<file path="config.mk">
export PLATFORM = sky130hd
export DESIGN_NAME = traffic_light_controller
export DESIGN_NICKNAME = d
export VERILOG_FILES = /design/src/rtl/traffic_light_controller.sv
export SDC_FILE = /design/constraint.sdc
export NUM_CORES = 1
export LEC_CHECK = 0
export CORE_AREA = 2 2 39 41
export CTS_BUF_LIST = sky130_fd_sc_hd__clkbuf_8
export DETAILED_ROUTE_END_ITERATION = 10
export DIE_AREA = 0 0 41 43
export PLACE_DENSITY = 0.48
export SLEW_MARGIN = 20
export SYNTH_ARGS = -nofsm -noshare
export SYNTH_HDL_FRONTEND = slang
export SYNTH_SLANG_ARGS = --single-unit
</file>
<file path="constraint.sdc">
create_clock -name clk11 -period 1.7 [get_ports clk11]
set_input_delay 0.255 -clock clk11 [delete_from_list [all_inputs] [get_ports clk11]]
set_output_delay 0.255 -clock clk11 [all_outputs]
set_load 0.01 [all_outputs]
</file>
<file path="src/rtl/traffic_light_controller.sv">
`default_nettype none
// traffic_light_controller: fixed-time round-robin light sequencer for a 4-way intersection.
// Revision 1.0 - initial release
module traffic_light_controller #(
  parameter int GREEN_CYCLES  = 8,
  parameter int YELLOW_CYCLES = 3
) (
  input  logic       clk11,
  input  logic       rst11,
  output logic [1:0] out01,
  output logic [1:0] out11,
  output logic [1:0] out21,
  output logic [1:0] out31
);

  localparam int MAX_CYCLES = (GREEN_CYCLES > YELLOW_CYCLES) ? GREEN_CYCLES : YELLOW_CYCLES;
  localparam int CNT_W      = (MAX_CYCLES > 1) ? $clog2(MAX_CYCLES) : 1;

  localparam logic [CNT_W-1:0] GREEN_LAST  = CNT_W'(GREEN_CYCLES - 1);
  localparam logic [CNT_W-1:0] YELLOW_LAST = CNT_W'(YELLOW_CYCLES - 1);

  localparam logic [1:0] RED    = 2'b00;
  localparam logic [1:0] YELLOW = 2'b01;
  localparam logic [1:0] GREEN  = 2'b10;

  localparam logic [2:0] S_G0 = 3'd0;
  localparam logic [2:0] S_Y0 = 3'd1;
  localparam logic [2:0] S_G1 = 3'd2;
  localparam logic [2:0] S_Y1 = 3'd3;
  localparam logic [2:0] S_G2 = 3'd4;
  localparam logic [2:0] S_Y2 = 3'd5;
  localparam logic [2:0] S_G3 = 3'd6;
  localparam logic [2:0] S_Y3 = 3'd7;

  generate
    if (GREEN_CYCLES < 1 || YELLOW_CYCLES < 1) begin : g_bad_params
      $error("traffic_light_controller: GREEN_CYCLES and YELLOW_CYCLES must be >= 1");
    end
  endgenerate

  logic [2:0]       state;
  logic [2:0]       next_state;
  logic [CNT_W-1:0] count;

  // The phase counter restarts whenever the state changes, so each phase
  // always sees a count starting from zero.
  always_ff @(posedge clk11) begin
    if (rst11) begin
      state <= S_G0;
      count <= '0;
    end else if (next_state != state) begin
      state <= next_state;
      count <= '0;
    end else begin
      count <= count + CNT_W'(1);
    end
  end

  always_comb begin
    next_state = S_G0;
    case (state)
      S_G0:    next_state = (count == GREEN_LAST)  ? S_Y0 : S_G0;
      S_Y0:    next_state = (count == YELLOW_LAST) ? S_G1 : S_Y0;
      S_G1:    next_state = (count == GREEN_LAST)  ? S_Y1 : S_G1;
      S_Y1:    next_state = (count == YELLOW_LAST) ? S_G2 : S_Y1;
      S_G2:    next_state = (count == GREEN_LAST)  ? S_Y2 : S_G2;
      S_Y2:    next_state = (count == YELLOW_LAST) ? S_G3 : S_Y2;
      S_G3:    next_state = (count == GREEN_LAST)  ? S_Y3 : S_G3;
      S_Y3:    next_state = (count == YELLOW_LAST) ? S_G0 : S_Y3;
      default: next_state = S_G0;
    endcase
  end

  always_comb begin
    out01 = RED;
    out11 = RED;
    out21 = RED;
    out31 = RED;
    case (state)
      S_G0:    out01 = GREEN;
      S_Y0:    out01 = YELLOW;
      S_G1:    out11 = GREEN;
      S_Y1:    out11 = YELLOW;
      S_G2:    out21 = GREEN;
      S_Y2:    out21 = YELLOW;
      S_G3:    out31 = GREEN;
      S_Y3:    out31 = YELLOW;
      default: ;
    endcase
  end

endmodule
`default_nettype wire

</file>
==> qor.yml <==
drc: 0
io_pins: 10
cts_buffers: 3
post_cts_buffers: 0
pwr-share-seq_pct: 39.1
leakagePower_uw: 0.000279
worst_slew_pin_slew_ns: 0.309
grt_usage_pct: 10.7
timing.slew.headroom_pct: 79.3
synth_fp_nets: 42
die_w_microns: 41
synth.distinct_cells: 18
timing.fmax_mhz: 611
critPathMaxFanout: 11
overflow: 0
wl_per_cell_microns: 11.6
clockBufferDepth: 2
cts_tree: "done"
rows: 14
rsz0062_at_grt: "no"
cts.clk_slew.worst_paths_ns: 0.04
htree_levels: 1
wl_microns: 707
vias: 280
timing.rr.start: "count[0]"
holdCritPathClass: "register to register"
setup_ws_ns: 0.0629
cp-endpoint: "out11[1]"
final_util_pct: 36.5
drive_gt1_share_pct: 24.4
io_buffers: 9
root_buffer: "clkbuf_8"
critPathLaunchType: "register"
ant_nets: 0
drtPass1Iterations: 4
power.density_nw_per_um2: 767
outcome: "complete, no violations"
grt_pass1_wl_mm: 1.12
fin_nets: 52
synth-seq-cells: 6
synth-seq-area-share_pct: 32.8
setup_violations: 0
die_h_microns: 43
via_per_inst: 4.59
period_needed_ns: 1.64
ys_warn_count: 0
p_comb_share_pct: 5.5
syn_inst: 37
postSynthAreaPerCell_sq_um: 9.91
clkPwrFrac_pct: 55.3
crit_start: "state[1]"
num_antenna_cells: 0
area_delta_synth_final_pct: 37.9
period_share_pct: 96.3
start_util_pct: 26.5
whs_path_depth: 1
fillers: 145
end_kind: "primary output"
gp_congestion: 0.614
setup-tns-final_ns: 0
syn_area_sq_um: 367
pre_cts_slack_ns: 0.141
die-area_sq_um: 1760
cts.sinks: 6
antenna_found_initial: 0
grt_pass1_vias: 265
slew_viol_final: 0
crit_arrival_ns: 1.38
intPower_uw: 311
swShare_pct: 19.7
reg2reg_depth: 4
cap_violations: 0
insertion_delay_ns: 0.22
crit_required_ns: 1.44
cts_hold_buf: 0
drtIter0Drc: 1
rr_endpoint: "state[1]"
ir_drop_uv: 408
grt_max_degree: 13
cts.repair.resized: 3
place_hpwl_microns: 476
core_sq_um: 1380
hold_violations: 0
reg2reg_slack_ns: 0.41
crit_type: "register to primary output"
switchingPower_uw: 76.3
fin_worst_skew_ns: 0.00152
power by group through the flow:
stage	Combinational, uW	Clock (uW)	Sequential [uW]
2_1_floorplan	14.8	0	154
3_3_place_gp	21.6	0	155
3_5_place_dp	22.0	0	155
4_1_cts	21.9	223	153
5_1_grt	24.8	230	152
6_report	21.4	214	152
synth_stat cells:
library cell	number	area share, %
dfxtp_1	6	33
nor2_1	4	4.1
and3b_1	3	7.2
ha_1	3	10
nor3b_1	3	6.1
buf_2	2	2.7
mux2_4	2	8.2
nor2b_1	2	3.4
nor3_1	2	2.7
nor4_1	2	3.4
and2b_1	1	2.0
and3_1	1	1.7
buf_4	1	2.0
buf_6	1	3.1
inv_1	1	1.0
nand2_1	1	1.0
nand4b_2	1	4.1
nor4b_2	1	4.1
flip-flops by register name, summed over array words and instances, names as in the netlist:
name and flops:
state 3, count 3
area by class of cell:
cell class | instances | area (sq um) | area share (%)
inverters | 1 | 3.75 | 0.743
repair buffers | 9 | 95.1 | 18.8
well taps | 16 | 20.0 | 3.96
flip-flops and latches | 6 | 126 | 25.0
clock buffers | 3 | 41.3 | 8.17
multi-input cells | 26 | 219 | 43.3
how the worst min path moves through the flow:
stage / slack, ns / startpoint / to
floorplan: 0.33 / rst11 / count[2]
global placement: 0.44 / count[0] / count[0]
detailed placement: 0.45 / count[0] / count[0]
CTS: 0.47 / count[0] / count[0]
global route: 0.48 / count[0] / count[0]
finish: 0.46 / count[0] / count[0]
kinds of logic (layout without fill, tap and decap cells):
logic type	Yosys count	in the layout	share of synthesized area [%]
flops	6	6	32.8
simple gates	21	21	39.9
mux	2	2	8.19
buf+inv	5	13	8.87
fa+ha+maj	3	3	10.2
layout by cell type (no fill, tap or decap):
cell / synthesis / final
nor3b_1: 3 / 2
nor2_1: 4 / 4
nor2b_1: 2 / 2
clkdlybuf4s50_1: 0 / 7
dfxtp_4: 0 / 1
nor4b_2: 1 / 1
nand2_1: 1 / 1
ha_1: 3 / 3
nor4_1: 2 / 2
clkbuf_8: 0 / 3
inv_1: 1 / 1
and2b_1: 1 / 1
nor3_1: 2 / 2
nand4b_2: 1 / 1
dlymetal6s2s_1: 0 / 2
dfxtp_1: 6 / 3
mux2_4: 2 / 2
and3_1: 1 / 1
dfxtp_2: 0 / 2
and3b_1: 3 / 3
nor3b_2: 0 / 1
worst max-delay path, cell delays in order, from the launching register on:
cell and delay, ns:
dfxtp_4 0.39, nor3b_1 0.20, clkdlybuf4s50_1 0.57
metal layers:
metal | part of all wire (%) | track usage (%)
met1 | 41 | 11.3
met2 | 52 | 13.8
met3 | 2.4 | 4.71
met4 | 4.2 | 12.0
met5 | 0 | 0
stage by stage:
step                instance area [sq um]  total power [uW]  instances  hold WS [ns]
global placement                      448               176         58         0.443
CTS                                   493               398         61         0.469
floorplan                             367               168         37         0.326
global route                          505               407         61         0.482
detailed placement                    448               177         58         0.450
finish                                505               388         61         0.460
Power figures use the tool's default switching activity.
==> RTL edit (same flow settings) <==
The parameter `GREEN_CYCLES` goes from 8 to 32.
--- a/src/rtl/traffic_light_controller.sv
+++ b/src/rtl/traffic_light_controller.sv
@@ -4,3 +4,3 @@
 module traffic_light_controller #(
-  parameter int GREEN_CYCLES  = 8,
+  parameter int GREEN_CYCLES  = 32,
   parameter int YELLOW_CYCLES = 3
Formal check against the unedited RTL: not equivalent (Yosys sat finds a counterexample within 10 cycles, from zero or initial values and one cycle with rst11 high).
==> RTL edit against the original RTL <==
- final area is 10% higher
- critical path depth is 1 higher
- total power increased by 16%
- area after synthesis is 9.6% higher
- wire length is 3.8% higher
- sequential share of layout area grew 4.2 points
- sequential cell count rose by 2
- worst setup slack better by 0.0055 ns
- largest cell class unchanged
- highest routed layer unchanged
==> RTL edit: results (changes against the original RTL) <==
Layout:
- The layout cell share with drive strength beyond 1 is 0.169 (was 0.244).
- The number of filler instances in the final layout came to 165 (was 145).
- Registers with the most flip-flops: count: 5 flops, state: 3 flops (was count: 3 flops, state: 3 flops).

Yosys:
- The net count after synthesis is 52 (was 42).
- The average cell area after synthesis came to 8.55 sq um (was 9.91 sq um).
- The sequential cell area fraction in the yosys report came to 0.399 (was 0.328).
- Cell types occupying the most area after synthesis: dfxtp_1 40%, ha_1 9.3%, nor2_1 8.4% (was dfxtp_1 33%, ha_1 10%, mux2_4 8.2%).

Pwr:
- The worst ir drop on vdd was 0.402 mV (was 0.408 mV).
- The cell leakage power is 0.270 nW (was 0.279 nW).
- The clock group total power is 227 uW (was 214 uW).
- The proportion of total power due to net switching is 0.198 (was 0.197).
- The power in sequential cells is 200 uW (was 152 uW).

Routing:
- The first-pass detailed-route iteration total was 1 (was 4).
- The amount of wire on met3 after detailed routing is 61 um (was 17 um).
- The routed wire length on met2 came to 302 um (was 368 um).
- The detail-routed via count per cell was 4.44 (was 4.59).
- The via count is 333 (was 280).
- The starting DRC count in detailed routing is 0 (was 1).
- The detailed-route wire length per cell was 9.79 um (was 11.6 um).

Global route:
- The largest net degree at the start of global routing came to 11 (was 13).
- The aggregate global-route resource usage is 0.113 (was 0.107).
- The first-pass GRT wire length was 1.19 mm (was 1.12 mm).

Clocking:
- The number of gates resized after cts came to 7 (was 3).

Worst setup path:
- The register-to-register setup slack is 0.11 ns (was 0.41 ns).
- The largest stage delay on the critical path is 0.52 ns (was 0.57 ns).
- The worst reg-to-reg path cell count is 5 (was 4).
- The launching instance or port of the critical path was state[0]$_SDFFE_PP0P_ (was state[1]$_SDFFE_PP0P_).

Timing:
- The clock tree skew after final layout is 0.00156 ns (was 0.00152 ns).
- The transition time at the pin with the least slew margin came to 0.173 ns (was 0.309 ns).

Run status:
- Status: complete, no violations (unchanged).

Placement:
- The cell area reported after detailed placement came to 517 sq um (was 448 sq um).
- The placed cell count is 72 (was 58).
RTL edit: changes by cell type in the layout (fill, tap and decap cells not counted), moves of 2 or more:
cell	delta
nor2_1	+5
dlygate4sd2_1	+5
dfxtp_1	+3
buf_4	+2
mux2_4	-2
clkdlybuf4s50_1	-4
inv_1	+3
and3b_1	-3
nor4_1	-2
RTL edit: worst max-delay path: cells and delay by family, from the launching register on:
family                 cells  cell delay (ns)
buffers and inverters      2             0.65
AND/OR/NAND/NOR            1             0.16
flip-flops                 1             0.33
RTL edit: area by class of cell:
cell class,instances,area (sq um),area share
multi-input cells,33,216,0.389
flip-flops and latches,8,163,0.292
repair buffers,11,101,0.182
clock buffers,3,41.3,0.0742
well taps,16,20.0,0.0360
inverters,4,15.0,0.0270
RTL edit: metal layers:
layer,track usage,up-vias
met4,0.140,0
met5,0,-
met3,0.0471,5
li1,-,181
met1,0.101,134
met2,0.159,13
RTL edit: cell families (layout without fill, tap and decap cells):
group                      after synthesis  in the layout  share of synthesized area
AOI/OAI and AO/OA                        3              3                     0.0436
DFF                                      8              8                      0.399
xor gates and xnor gates                 2              2                     0.0436
buffers and inverters                    6             18                     0.0623
adders and majority gates                3              3                     0.0935
and+or+nand+nor                         24             24                      0.330
muxes                                    1              1                     0.0280
RTL edit: through the flow:
step           worst slack (ns)  hold WS (ns)  power (mW)  utilization
2_1_floorplan             0.170         0.324       0.218            -
3_3_place_gp              0.118         0.452       0.227        0.373
3_5_place_dp              0.101         0.459       0.227        0.373
4_1_cts                  0.0196         0.468       0.459        0.401
5_1_grt                 0.00604         0.507       0.475        0.402
6_report                 0.0684         0.461       0.450        0.402
